File: src/rtl/adsr_vca.sv
// ADSR envelope generator plus VCA: scales the VCO sample by a gated envelope once per sample tick.
// Optional build macro ADSR_EXP_RELEASE_EN selects an exponential release instead of the linear one.
module adsr_vca #(
  parameter int SYNC_STAGES = 2
) (
  input  logic        clk,
  input  logic        reset_n,
  input  logic        sample_tick,
  input  logic        gate,
  input  logic [9:0]  attack_rate,
  input  logic [9:0]  decay_rate,
  input  logic [9:0]  sustain_level,
  input  logic [9:0]  release_rate,
  input  logic [15:0] d_in,
  output logic [15:0] d_out,
  output logic [15:0] env_out,
  output logic [2:0]  env_state,
  output logic        active
);

  typedef enum logic [2:0] {
    IDLE    = 3'd0,
    ATTACK  = 3'd1,
    DECAY   = 3'd2,
    SUSTAIN = 3'd3,
    RELEASE = 3'd4
  } state_t;

  state_t                 state_q, state_d;
  logic [SYNC_STAGES-1:0] sync_q, sync_d;
  logic                   gate_prev_q, gate_prev_d;
  logic [15:0]            env_q, env_d;
  logic [15:0]            d_out_q, d_out_d;

  logic        gate_s, rise, fall;
  logic [15:0] sus_t;
  logic [16:0] a_step, d_step, r_step, a_sum, t_plus_d;
  logic [15:0] prod_hi;

  assign gate_s   = sync_q[SYNC_STAGES-1];
  assign rise     = gate_s & ~gate_prev_q;
  assign fall     = ~gate_s & gate_prev_q;
  // Replicating the top bits makes 0x3FF land exactly on full scale.
  assign sus_t    = {sustain_level, sustain_level[9:4]};
  assign a_step   = {7'd0, attack_rate} + 17'd1;
  assign d_step   = {7'd0, decay_rate} + 17'd1;
`ifdef ADSR_EXP_RELEASE_EN
  assign r_step   = {1'b0, env_q >> 5} + 17'd1;
`else
  assign r_step   = {7'd0, release_rate} + 17'd1;
`endif
  assign a_sum    = {1'b0, env_q} + a_step;
  assign t_plus_d = {1'b0, sus_t} + d_step;
  assign prod_hi  = 16'((32'(d_in) * 32'(env_q)) >> 16);

  always_comb begin
    sync_d      = {sync_q[SYNC_STAGES-2:0], gate};
    state_d     = state_q;
    env_d       = env_q;
    gate_prev_d = gate_prev_q;
    d_out_d     = d_out_q;
    if (sample_tick) begin
      gate_prev_d = gate_s;
      d_out_d     = prod_hi;
      if (rise) begin
        state_d = ATTACK;
      end else if (fall && (state_q == ATTACK || state_q == DECAY || state_q == SUSTAIN)) begin
        state_d = RELEASE;
      end else begin
        unique case (state_q)
          IDLE: env_d = 16'd0;
          ATTACK: begin
            if (a_sum >= 17'h0FFFF) begin
              env_d   = 16'hFFFF;
              state_d = DECAY;
            end else begin
              env_d = a_sum[15:0];
            end
          end
          DECAY: begin
            if ({1'b0, env_q} <= t_plus_d) begin
              env_d   = sus_t;
              state_d = SUSTAIN;
            end else begin
              env_d = env_q - d_step[15:0];
            end
          end
          SUSTAIN: env_d = sus_t;
          RELEASE: begin
            if ({1'b0, env_q} <= r_step) begin
              env_d   = 16'd0;
              state_d = IDLE;
            end else begin
              env_d = env_q - r_step[15:0];
            end
          end
          default: begin
            env_d   = 16'd0;
            state_d = IDLE;
          end
        endcase
      end
    end
  end

  always_ff @(posedge clk or negedge reset_n) begin
    if (!reset_n) begin
      sync_q      <= '0;
      state_q     <= IDLE;
      env_q       <= 16'd0;
      gate_prev_q <= 1'b0;
      d_out_q     <= 16'd0;
    end else begin
      sync_q      <= sync_d;
      state_q     <= state_d;
      env_q       <= env_d;
      gate_prev_q <= gate_prev_d;
      d_out_q     <= d_out_d;
    end
  end

  assign d_out     = d_out_q;
  assign env_out   = env_q;
  assign env_state = state_q;
  assign active    = (state_q != IDLE);

endmodule

File: config.mk
export PLATFORM = sky130hd
export DESIGN_NAME = adsr_vca
export DESIGN_NICKNAME = d
export VERILOG_FILES = /design/src/rtl/adsr_vca.sv
export SDC_FILE = /design/constraint.sdc
export NUM_CORES = 1
export LEC_CHECK = 0
export BUFFER_PORTS_ARGS = -buffer_cell sky130_fd_sc_hd__buf_2
export CORE_MARGIN = 1.5
export CORE_UTILIZATION = 35
export DETAILED_ROUTE_END_ITERATION = 10
export PLACE_DENSITY = 0.63
export RECOVER_POWER = 50
export SYNTH_ARGS = -nofsm -noshare
export SYNTH_HDL_FRONTEND = slang
export SYNTH_SLANG_ARGS = --single-unit
File: constraint.sdc
create_clock -name clk -period 6 [get_ports clk]
set_input_delay 0.6 -clock clk [delete_from_list [all_inputs] [get_ports clk]]
set_output_delay 0.6 -clock clk [all_outputs]
set_load 0.05 [all_outputs]
After elaboration in Yosys (flattened, before gate mapping)

Cells that the tools add are included.

Word-level logic and storage cells: 48
Register bits: 38
Output and inout port bits: 36

Multiplexer cells: 10
Equality and inequality tests: 8
$add $sub $neg: 7
Magnitude comparators: 3
Multiply operators: 1
Reductions and logical operators: 8
Bitwise operators: 6

Operators by type and width:

| operator              | number |
|---|---|
| $pmux 16 s4           | 1 |
| $mux 16               | 3 |
| $add 16x11->17        | 2 |
| $add 10x1->11 const B | 3 |
| $mul 16x16->32        | 1 |
| $sub 16x11->16        | 2 |
| $ge 17x16->1 const B  | 1 |
| $le 16x17->1          | 1 |
| $le 16x11->1          | 1 |
| $mux 3                | 5 |
| $pmux 3 s4            | 1 |
| $ne 4x2->1 const B    | 2 |
| $eq 3x2->1 const B    | 2 |
| $reduce_and 5->1      | 1 |
| $ne 4x4->1 const B    | 1 |
| $not 1->1             | 4 |
| $eq 3x1->1 const B    | 1 |
| $eq 3x3->1 const B    | 1 |
| $logic_not 3->1       | 1 |
| $ne 3x1->1 const B    | 1 |
| $reduce_and 3->1      | 1 |
| $reduce_bool 3->1     | 1 |
| $and 1x1->1           | 2 |
| $logic_or 1x1->1      | 2 |
| other kinds (2)       | 2 |

Logic depth before layout (Yosys ltp)

Gate-level depths: netlist of the first run.

Depth after elaboration: 7
Depth in mapped cells: 24

Least setup slack after synthesis of the first run

No wires, ideal clock.

Path kind: register to register
Start: register env_q[12], in the netlist env_out[12]
End: register d_out_q[8], in the netlist d_out[8]
Period minus slack after synthesis: 6.598 ns
Library setup time: 0.125 ns
Required time: 5.875 ns
Arrival: 6.473 ns
Path slack: -0.598 ns
Stages on the path, launching flop included: 23
Cells stage by stage: dfrtp_1 clkbuf_1 clkbuf_1 clkbuf_1 nand2_1 fa_1 inv_1 fa_1 fa_1 fa_1 fa_1 inv_1 fa_1 inv_1 ha_1 and2_1 a31oi_1 a21oi_1 or3_1 a21o_1 a21o_1 xor2_1 mux2_2

Longest elaborated chain between the ends: 1

Ends and longest elaborated chain:

| item                   | RTL line | text |
|---|---|---|
| start, declared        | 32       | `logic [15:0] env_q, env_d;` |
| start signal, assigned | 116      | `env_q <= env_d;` |
| $mul 16x16->32         | 54       | `assign prod_hi = 16'((32'(d_in) * 32'(env_q)) >> 16);` |
| end signal, assigned   | 118      | `d_out_q <= d_out_d;` |
| end, declared          | 33       | `logic [15:0] d_out_q, d_out_d;` |

No other way between the ends.
A chain may end at the register's enable or synchronous reset.

Worst setup path after layout of the first run

Start: input port d_in[12]
End: register d_out_q[11], in the netlist d_out[11]

Longest elaborated chain between the ends: 1

Ends and longest elaborated chain:

| item            | RTL line | text |
|---|---|---|
| start, declared | 14       | `input logic [15:0] d_in,` |
| $mul 16x16->32  | 54       |  |

No other way between the ends.

==> results of run 1 <==
## kinds of logic after synthesis
| kind of cell | synth area share |
|---|---|
| buf+inv | 0.08796 |
| mux | 0.01419 |
| simple gates | 0.1967 |
| flops | 0.07188 |
| fa+ha+maj | 0.4513 |
| xor+xnor | 0.04370 |
| compound gates | 0.1342 |
## worst min-delay path by stage
| stage | start | depth (start not counted) | slack [ns] | to |
|---|---|---|---|---|
| after global routing | sync_q[0] | 0 | 0.36 | sync_q[1] |
| after detailed placement | sync_q[0] | 0 | 0.34 | sync_q[1] |
| after CTS | sync_q[0] | 0 | 0.35 | sync_q[1] |
| after floorplan | reset_n | 0 | 0.30 | d_out[0] |
| final | sync_q[0] | 0 | 0.35 | sync_q[1] |
| after global placement | sync_q[0] | 0 | 0.34 | sync_q[1] |
## sequential cells by signal, indices dropped and copies added (netlist names)
register,count
env_out,16
gate_prev_q,1
sync_q,2
d_out,16
env_state,3
## per-layer routing
metal	track usage	wire (microns)
met1	0.2844	17370
met3	0.01981	2160
met5	0	0
met4	0.04184	704
met2	0.3277	18220
## what timing repair did
item / 4_1_cts / 5_1_grt
gates resized for setup: 8 / 55
pin swaps: 1 / 34
setup endpoints to repair: 8 / 13
hold endpoints to repair: 0 / 0
buffers inserted: 12 / 8
## area by class of cell
cell class              count  area (sq um)  area share
clock inverters             3         68.82    0.004402
repair buffers            216          1499     0.09588
well taps                 511         639.4     0.04090
flip-flops and latches     38         977.2     0.06251
inverters                 251         942.2     0.06026
multi-input cells        1210         11380      0.7281
clock buffers               5         125.1    0.008003
## placed cells by master (no fill, tap or decap), types with 16 or more instances in the layout
cell type / count
fa_1: 195
and2_1: 120
inv_1: 247
nand3_1: 33
and3_1: 16
nand4_1: 16
dfrtp_1: 23
nor3_1: 18
a21oi_1: 48
xor2_1: 31
o21ai_0: 51
ha_1: 154
xnor2_1: 35
nand2_1: 182
nor2_1: 45
buf_4: 109
a21o_1: 28
buf_2: 77
## worst reg2reg max path, delay by kind of cell, from the launching register on
kind | cells | cell delay, ns
adders and majority gates | 7 | 3.22
buffers and inverters | 4 | 0.19
and+or+nand+nor | 3 | 0.67
DFF | 1 | 0.47
AOI/OAI and AO/OA | 5 | 1.16
## synthesized netlist by cell type, types with 10 or more instances
cell type  number
xnor2_1        35
o211ai_1       12
o21a_1         15
nand4_1        16
clkbuf_1       54
mux2_2         10
xor2_1         31
fa_1          197
o21ai_0        52
ha_1          162
nor2b_1        15
nand2b_1       15
and2_1        124
nor3_1         19
inv_1         251
dfrtp_1        38
or3_1          10
and3_1         16
nand3_1        33
a21oi_1        55
nand2_1       184
nor2_1         46
a21o_1         28
## metrics by stage
stage / hold WS [ns] / setup slack (ns)
2_1_floorplan: 0.3044 / -0.008013
3_3_place_gp: 0.3360 / -0.3865
3_5_place_dp: 0.3356 / -0.4992
4_1_cts: 0.3489 / 0.01081
5_1_grt: 0.3619 / -0.09539
6_report: 0.3460 / 0.1163
==> results.txt, run 1 <==
- Total wire length: 38.46 mm
- Total Die Area: slightly below 40000 sq um
- In this run the worst setup path begins at d_in[12].
* First drt pass iteration count: 5
- Number of unique standard cell types used by synthesis: 77
- Worst clock skew: 0.003041 ns
* Initial DRC Count: 744
- During synthesis, Yosys emitted a total of 0 warnings.
* Total global routing track utilization: 0.1996
- The count of nets left with antenna violations once routing finished came out at 0.
- After floorplanning, the core was sized to cover ~37000 sq um.
- Area growth, synth to finish: 18.18%
- Timing would allow up to 0.1700 GHz.
- Top-area cell type share of the netlist area: 0.2981
- Post-DR wirelength/cell: between 15 and 20 microns
- Walking the worst path, the cells encountered are buf_2 -> and2_1 -> fa_1 -> inv_2 -> fa_1 -> fa_1 -> inv_1 -> fa_1 -> fa_1 -> inv_2 -> fa_1 -> inv_1 -> ha_4 -> a21oi_4 -> nor2b_4 -> or4_4 -> o311a_4 -> o211a_4 -> o311ai_2 -> o21ai_1.
* Logic depth of the worst setup path including buffers: 20
- Port bufs: 95
- At the pin with the least slew margin, the transition time is 2.134 ns.
- Summed over all layers, the global routing overflow is 0.
- Class of the tightest hold or removal check: flip-flop to flip-flop
* Number of buffers between clock root and the deepest sink: 2
- Antenna violations before repair: 0
- For this run, the register share of the synthesized area comes to 0.07188.
- Cell count of the worst reg-to-reg path: 19
* Cell chosen for the clock root: clkbuf_16
* End of the worst register-to-register path: d_out[11]
- Across all layers, the routed design uses 11.66k vias.
- Final core utilization: 0.4180
- For this design, the CTS-stage hold fixing added 0 buffers.
- The worst setup path is captured at a flip-flop.
- Final routed DRC violation total: 0
* Worst Setup Start Kind: primary input
- Portion of the clock cycle consumed by the worst path in the final layout: 0.9806
- In this run, synthesis produced a sequential element count of 38.
* Syn nets: 1975
* Data arrival time of the critical path: 6.03 ns
- The final layout contains about 2.1k nets.
- Path type of the worst setup path: primary input to flip-flop
* Number of H-tree branching levels: 2
- Filler cells: 3800
- The hold violation count in the final report was 0.
- Largest net degree at the start of global routing: 39
- In this design, the stage delay of the slowest critical-path cell is 0.53 ns.
- End point of the critical path: d_out[11]
- Cells after Synth: 1556
* Share of layout cells above drive strength 1: 0.1724
* Count of flip-flops with a built-in enable after synthesis: 0
- Source-to-sink clock delay at the later pin of the worst-skew pair: 0.28 ns
- After detailed placement, the total cell area comes to 14990 sq um.
- The biggest area contributor in the post-synthesis netlist is fa_1.
- Reported max-cap violation count: 1
- Final HPWL from detailed placement: 31.65 mm
* Die span in x: roughly 200 microns
- Number of global-route vias before repair: 11.53k
- The congestion estimate from routability-driven global placement came to roughly 0.9.
- Die Span Y: ~200 microns
- Count of endpoints failing setup in the final report: 0
- Num CTS Buffers: 5
- Starting density of the core: 0.3537
* Non-filler instance count after layout: around 2.2k
- Worst R2R Setup Slack: 0.12 ns
* TNS Setup: 0 ns
- Detail-routed via count per cell: ~5.2
* Critical Path RT: 6.15 ns
- Run status: finished with violations
* Summed area of non-filler cells in the final layout: 15630 sq um
* Clk sink count: 38
- Each instance of the synthesized netlist takes up on average 8.502 sq um.
* Unrepaired setup endpoints after global routing: yes
- Largest driver fanout on the critical path: 9
- Worst path buffer plus inverter count: 5
- Beginning of the worst register-to-register path: env_out[5]
- Clock slew at the register clock pins of the worst setup and hold paths: 0.06 ns
* Cell row count: 71
- Broken down by cell family, the worst path's largest delay share belongs to adder cells.
* Ports: 96
* Antenna diodes: 0
* TritonCTS clock tree: built
- Placed Cells: approximately 2.2k
* Relative slew slack: -0.4227
- Cell occurring most often along the worst timing path: fa_1
- Share of async-settable or async-resettable flops after synthesis: 1.000
* Slowest cell on the critical path: fa_1
- The number of pins with negative max-slew slack in the final report is 39.
- Violations in the final reports: capacitance limit, slew limit
- The routed design could run at a clock period as short as a little under 6 ns.
* First-pass GRT wire length: just over 60 mm
* Synth top area cells: fa_1 30%, ha_1 15%, dfrtp_1 7.2%
* Combined area of all synthesized cells: 13230 sq um
* Most common flop cell mapped by yosys: dfrtp_1
Power of run 1 is not shown: default switching activity piles up to over one toggle a cycle in this logic, so the estimate is an artifact.
==> run 2, diff against run 1 <==
==> constraint.sdc (replaced) <==
create_clock -name clk -period 5.1 [get_ports clk]
set_input_delay 0.51 -clock clk [delete_from_list [all_inputs] [get_ports clk]]
set_output_delay 0.51 -clock clk [all_outputs]
set_load 0.05 [all_outputs]
==> run 2 against run 1 <==
  * The flow finishes with violations (capacitance limit, slew limit, setup timing)
  * Design area grew 3.0%
  * Cell count increased by 2.0%
  * Worst hold slack worse by 0.0087 ns
  * Global-route usage increased by 0.070 points
  * Critical path depth unchanged
  * Non-clock buffer count rose by 44
  * First-iteration DRC count is 1.1% higher
  * Clock skew about the same
==> results.txt, run 2 (synthesized netlist as in run 1, its figures left out) <==
- Run status: finished with violations
- The checks that failed: capacitance limit, slew limit, setup timing.
- The worst clock skew was 0.003017 ns (-0.00002398 ns).
- Data arrival time of the critical path: 5.92 ns (-0.11 ns)
- The library cell used most frequently in the layout, excluding fill and tap cells, is inv_1.
* Final HPWL from detailed placement: 31.86 mm (+0.66%)
- The number of top-level pins came to 96 (unchanged).
- Cell row count: 71 (unchanged)
- Die span in x: 197.4 microns (unchanged)
- Worst R2R Setup Slack: -0.66 ns (-0.78 ns)
- Worst Setup Start Kind: flip-flop
- Initial DRC Count: 752 (+1.1%)
- Core outline area: 37400 sq um (unchanged)
- The number of nets in the final layout is 2185 (+2.1%).
- Area growth, synth to finish: 21.67%
- The routed wirelength normalized by instance count is 17.11 microns (-0.59%).
* Post-detailed-route count of antenna-violating nets: 0 (unchanged)
* Beginning of the worst register-to-register path: env_out[4]
* Unrepaired setup endpoints after global routing: yes
- Total global routing track utilization: 0.2003 (+0.0007008)
* Antenna diodes: 0 (unchanged)
* Maximum clock frequency: 0.1735 GHz
- The transition at the pin with the smallest max-transition slack was 2.147 ns (+0.01301 ns).
- Top cell family by delay on the critical path: adder cells
- The number of sinks driven by the clock tree is 38 (unchanged).
- Detail-routed via count per cell: 5.189 (-0.55%)
- Largest net degree at the start of global routing: 39 (unchanged)
* Total wire length: 38.98 mm (+1.4%)
- Critical Path RT: 5.25 ns (-0.90 ns)
- The later-pin clock latency in the skew report was 0.29 ns (about the same).
* Relative slew slack: -0.4314 (-0.008675)
- Portion of the clock cycle consumed by the worst path in the final layout: 1.130
- First drt pass iteration count: 5 (unchanged)
- Count of endpoints failing setup in the final report: 16 (+16)
- The via count of the first global-routing pass was 11.96k (+3.8%).
* Setup crit end kind: flip-flop
- The slowest stage of the critical path is the fa_1 cell.
- The final global-route overflow total is 0 (unchanged).
* Number of H-tree branching levels: 2 (unchanged)
- Antenna violations before repair: 1 (+1)
- The longest individual stage delay on the worst path came to 0.53 ns (about the same).
* Logic depth of the worst setup path including buffers: 20 (unchanged)
* Class of the tightest hold or removal check: primary input to flip-flop
- End point of the critical path: d_out[11]
- The total buffers and inverters traversed by the critical path is 5 (unchanged).
- Crit path cell chain: buf_12 -> and2_4 -> fa_1 -> inv_1 -> fa_1 -> inv_1 -> fa_1 -> fa_1 -> fa_1 -> inv_1 -> fa_1 -> inv_2 -> ha_4 -> a21oi_2 -> nor2b_1 -> or4_4 -> o311a_4 -> o211a_1 -> o311ai_2 -> o21ai_1
- Setup ws final: -0.6640 ns (-0.7804 ns)
- Port bufs: 95 (unchanged)
* Number of buffers between clock root and the deepest sink: 2 (unchanged)
- The maximum net fanout on the critical path is 7 (-2).
* Final routed DRC violation total: 0 (unchanged)
- The clock buffer count from CTS was 5 (unchanged).
- Share of layout cells above drive strength 1: 0.2168 (+0.04438)
- Commonest non-fill, non-tap cells in the layout: 244 x inv_1, 192 x fa_1, 180 x nand2_1
* First-pass GRT wire length: 61.30 mm (+0.11%)
- Final Wtd Congestion: 0.9329 (+3.3%)
- Total vias in the final route: 11.82k (+1.4%)
- The depth of the worst register-to-register path is 20 (+1).
- The most critical setup path has its startpoint at env_out[4].
- TritonCTS clock tree: built
- Placed Cells: 2243 (+1.6%)
- The starting density of the core came to 0.3537 (unchanged).
* Slew Viols, Final: 39 (unchanged)
- The die outline area is 38970 sq um (unchanged).
- Die Span Y: 197.4 microns (unchanged)
* Cell chosen for the clock root: clkbuf_16
- Final worst path period need: 5.764 ns
* Clock slew at the register clock pins of the worst setup and hold paths: 0.06 ns (about the same)
* Reported max-cap violation count: 1 (unchanged)
- The hold violation count in the final report came to 0 (unchanged).
- Path type of the worst setup path: flip-flop to flip-flop
- The number of non-filler instances in the completed layout came to 2278 (+2.0%).
- End of the worst register-to-register path: d_out[11]
* Post-route worst hold slack: 0.3373 ns (-0.008749 ns)
* Final core utilization: 0.4304 (+0.01235)
- Among the stages of the critical path, the cell type that occurs most often is fa_1.
## run 2: routing by layer
| metal | vias to the layer above | global-route usage | part of all wire |
|---|---|---|---|
| met2 | 292 | 0.3322 | 0.48 |
| met3 | 56 | 0.02544 | 0.055 |
| met5 | - | 0 | 0.00033 |
| met4 | 2 | 0.05089 | 0.023 |
| met1 | 5921 | 0.2758 | 0.44 |
| li1 | 5550 | - | - |
## run 2: how the worst min path moves through the flow
stage | endpoint | cells past startpoint | slack [ns] | from
2_1_floorplan | d_out[0] | 0 | 0.21 | reset_n
3_3_place_gp | sync_q[1] | 0 | 0.33 | sync_q[0]
3_5_place_dp | sync_q[1] | 0 | 0.34 | sync_q[0]
4_1_cts | sync_q[0] | 1 | 0.33 | gate
5_1_grt | sync_q[0] | 1 | 0.33 | gate
6_report | sync_q[0] | 1 | 0.34 | gate
## run 2: stage by stage
step | worst slack, ns | setup TNS (ns) | area [sq um]
6_report | -0.6640 | -8.058 | 16100
4_1_cts | -0.6938 | -8.535 | 15820
3_5_place_dp | -0.9844 | -13.56 | 15360
3_3_place_gp | -0.9155 | -12.83 | 15360
5_1_grt | -0.8731 | -11.12 | 16100
2_1_floorplan | -0.8069 | -9.299 | 13610
## run 2: cell type report
type,count,area (sq um)
Fill cell,3727,21300
Clock inverter,2,12.51
Inverter,251,942.2
Timing Repair Buffer,260,1805
Tap cell,511,639.4
Sequential cell,38,974.7
Multi-Input combinational cell,1210,11580
Clock buffer,6,138.9
## run 2: repair_timing
action                                  4_1_cts  5_1_grt
hold buffers                                  0        0
pin swaps                                    27       24
endpoints found under the setup margin       16       32
resized for setup                            39       45
setup buffers                                17       11
Power of run 2 is left out for the same reason.
==> run 3, diff against run 2 <==
--- a/config.mk
+++ b/config.mk
@@ -9,7 +9,7 @@
 export CORE_MARGIN = 1.5
 export CORE_UTILIZATION = 35
 export DETAILED_ROUTE_END_ITERATION = 10
-export PLACE_DENSITY = 0.63
+export PLACE_DENSITY = 0.61
 export RECOVER_POWER = 50
 export SYNTH_ARGS = -nofsm -noshare
 export SYNTH_HDL_FRONTEND = slang
==> constraint.sdc (replaced) <==
create_clock -name clk -period 6.84 [get_ports clk]
set_input_delay 0.684 -clock clk [delete_from_list [all_inputs] [get_ports clk]]
set_output_delay 0.684 -clock clk [all_outputs]
set_load 0.05 [all_outputs]
==> run 3 against run 2 <==
  * The run ends with capacitance limit, slew limit left
  * Sequential cell count unchanged
  * Clock skew increased by 0.0034 ns
  * Highest routed layer is now met4
  * Die area unchanged
  * First-iteration DRC count increased by 1.9%
  * Critical path depth decreased by 1
  * Wire length decreased by 3.5%
  * Worst setup slack improved by 0.99 ns
  * Fmax decreased by 11%
  * Count of clock-buffer cells in the layout decreased by 1
  * Design area decreased by 10%
  * Non-clock buffer count decreased by 140
==> results.txt, run 3 (synthesized netlist as in run 1, its figures left out) <==
* Run status: finished with violations
- Violations in the final reports: capacitance limit, slew limit
* Reported max-cap violation count: 1 (unchanged)
- The required time of the critical path came to 7.06 ns (+1.81 ns).
* Data arrival time of the critical path: 6.73 ns (+0.81 ns)
- The number of DRC violations after detailed-routing iteration 0 is 766 (+1.9%).
- The area growth from synthesis to layout is 9.477%.
- In this run the critical register-to-register path is launched from env_out[8].
* Number of buffers between clock root and the deepest sink: 2 (unchanged)
- Antenna violations before repair: 0 (-1)
- The total wire length is 37.62 mm (-3.5%).
- The cell area after layout was 14480 sq um (-10%).
- The number of nets in the final layout came to 2045 (-6.4%).
* Number of global-route vias before repair: 11.21k (-6.3%)
- Crit. Startpoint: env_out[8]
- Number of H-tree branching levels: 2 (unchanged)
- The core area was 37400 sq um (unchanged).
- First-pass GRT wire length: 60.11 mm (-1.9%)
- Count of endpoints failing setup in the final report: 0 (-16)
* Crit path cell chain: nand2_1 -> fa_1 -> fa_1 -> inv_1 -> fa_1 -> fa_1 -> fa_1 -> inv_1 -> fa_1 -> inv_1 -> ha_1 -> and2_1 -> a31oi_1 -> a21oi_1 -> o31a_1 -> nor3_1 -> a21oi_1 -> or4_1 -> nand3_1
* Total global routing track utilization: 0.1961 (-0.004255)
- Largest net degree at the start of global routing: 39 (unchanged)
- Final routed DRC violation total: 0 (unchanged)
* Pin slew with the least headroom to its limit: 2.247 ns (+0.09959 ns)
* Non-filler instance count after layout: 2138 (-6.1%)
* Final Wtd Congestion: 0.9135 (-2.1%)
* Most common cell after layout, fill and taps aside: inv_1
- The root buffer cell chosen for the clock tree is clkbuf_16.
- The site row count came to 71 (unchanged).
- The die span in x is 197.4 microns (unchanged).
- The die outline area was 38970 sq um (unchanged).
- The starting density of the core was 0.3537 (unchanged).
- Path type of the worst setup path: flip-flop to flip-flop
- Unrepaired setup endpoints after global routing: no
* Portion of the clock cycle consumed by the worst path in the final layout: 0.9518 (-0.1784)
- The remaining max-slew budget at the tightest pin was -0.4978 (-0.06639).
* Delay of the slowest cell on the worst path: 0.86 ns (+0.33 ns)
- The tightest min-delay check is of the flip-flop to flip-flop type.
* Maximum clock frequency: 0.1536 GHz (-11%)
- Area after detailed placement: 14310 sq um (-6.8%)
- The antenna violation net count after detailed routing came to 0 (unchanged).
* Post-CTS Setup Repair Bufs: 0 (-17)
- The via count of the routed design was 11.30k (-4.4%).
* Final HPWL from detailed placement: 30.72 mm (-3.6%)
* Clock slew at the register clock pins of the worst setup and hold paths: 0.06 ns (about the same)
* GRT overflow: 0 (unchanged)
- The total placed cells including tap cells was 2130 (-5.0%).
* TritonCTS clock tree: built
- The average vias per placed instance is 5.283 (+1.8%).
- Share of layout cells above drive strength 1: 0.08605 (-0.1307)
- The total buffers and inverters traversed by the critical path was 3 (-2).
* Num CTS Buffers: 5 (unchanged)
- Final worst path period need: 6.510 ns (+0.7463 ns)
- Worst clock skew: 0.006453 ns (+0.003436 ns)
- The hold violation count in the final report is 0 (unchanged).
* Port bufs: 95 (unchanged)
- Largest driver fanout on the critical path: 18 (+11)
- The vertical extent of the die came to 197.4 microns (unchanged).
- The number of top-level pins came to 96 (unchanged).
* Source-to-sink clock delay at the later pin of the worst-skew pair: 0.29 ns (about the same)
- Antenna diodes: 0 (unchanged)
- Slew Viols, Final: 39 (unchanged)
- STA classifies the critical path endpoint as a flip-flop.
- Grouping stages by cell kind, the critical path spends the most delay in adder cells.
* Hold path start: sync_q[0]
- Resized cells post-CTS: 0 (-100%)
- The detailed-router iteration count before antenna repair was 5 (unchanged).
- Hold buffer count at cts: 0 (unchanged)
- Worst Setup Start Kind: flip-flop
- The routed wirelength normalized by instance count is 17.60 microns (+2.8%).
- The final total negative setup slack came to 0 ns (+8.058 ns).
- The number of sinks driven by the clock tree was 38 (unchanged).
* Cell occurring most often along the worst timing path: fa_1
- Slowest cell on the critical path: dfrtp_1
* Commonest non-fill, non-tap cells in the layout: 251 x inv_1, 197 x fa_1, 184 x nand2_1
run 3: cell types whose count changed in the layout (fill, tap and decap cells not counted), moves of 9 or more:
cell      change
a21oi_1       +9
and2_4       -11
buf_4       -123
ha_1         +10
ha_4          -9
dfrtp_1      +15
clkbuf_1     +10
buf_6        -12
and2_1       +11
dfrtp_2      -13
run 3: area by class of cell:
class	instances	area, sq um
multi-input combinational	1210	11110
fill	3896	22920
timing repair buffer	120	641.9
inverter	251	942.2
clock buffer	5	125.1
clock inverter	3	68.82
tap	511	639.4
sequential	38	950.9
run 3: path summary, 6_finish.rpt:
check,end,slack [ns],depth (start not counted)
worst max-delay path,d_out[15],0.33,19
worst min-delay path,sync_q[1],0.36,0
worst max register to register,d_out[15],0.33,19
worst min register to register,sync_q[1],0.36,0
max in group asynchronous,env_out[7],4.49,1
min in group asynchronous,d_out[11],1.06,1
run 3: metal layers:
metal  track usage  up-vias  routed length [microns]  share of wire
met5             0        -                        0              0
met4       0.04241        0                      703          0.019
met3       0.02117       37                     2383          0.063
met2        0.3187      304                    17580           0.47
met1        0.2803     5687                    16950           0.45
li1              -     5268                        -              -
run 3: through the flow:
stage | util | setup slack, ns | hold slack, ns
2_1_floorplan | - | 0.2418 | 0.3312
3_3_place_gp | 0.3826 | 0.3416 | 0.3369
3_5_place_dp | 0.3826 | 0.2889 | 0.3464
4_1_cts | 0.3878 | 0.3850 | 0.3616
5_1_grt | 0.3872 | 0.03339 | 0.3778
6_report | 0.3872 | 0.3297 | 0.3620
Power of run 3 is left out for the same reason.
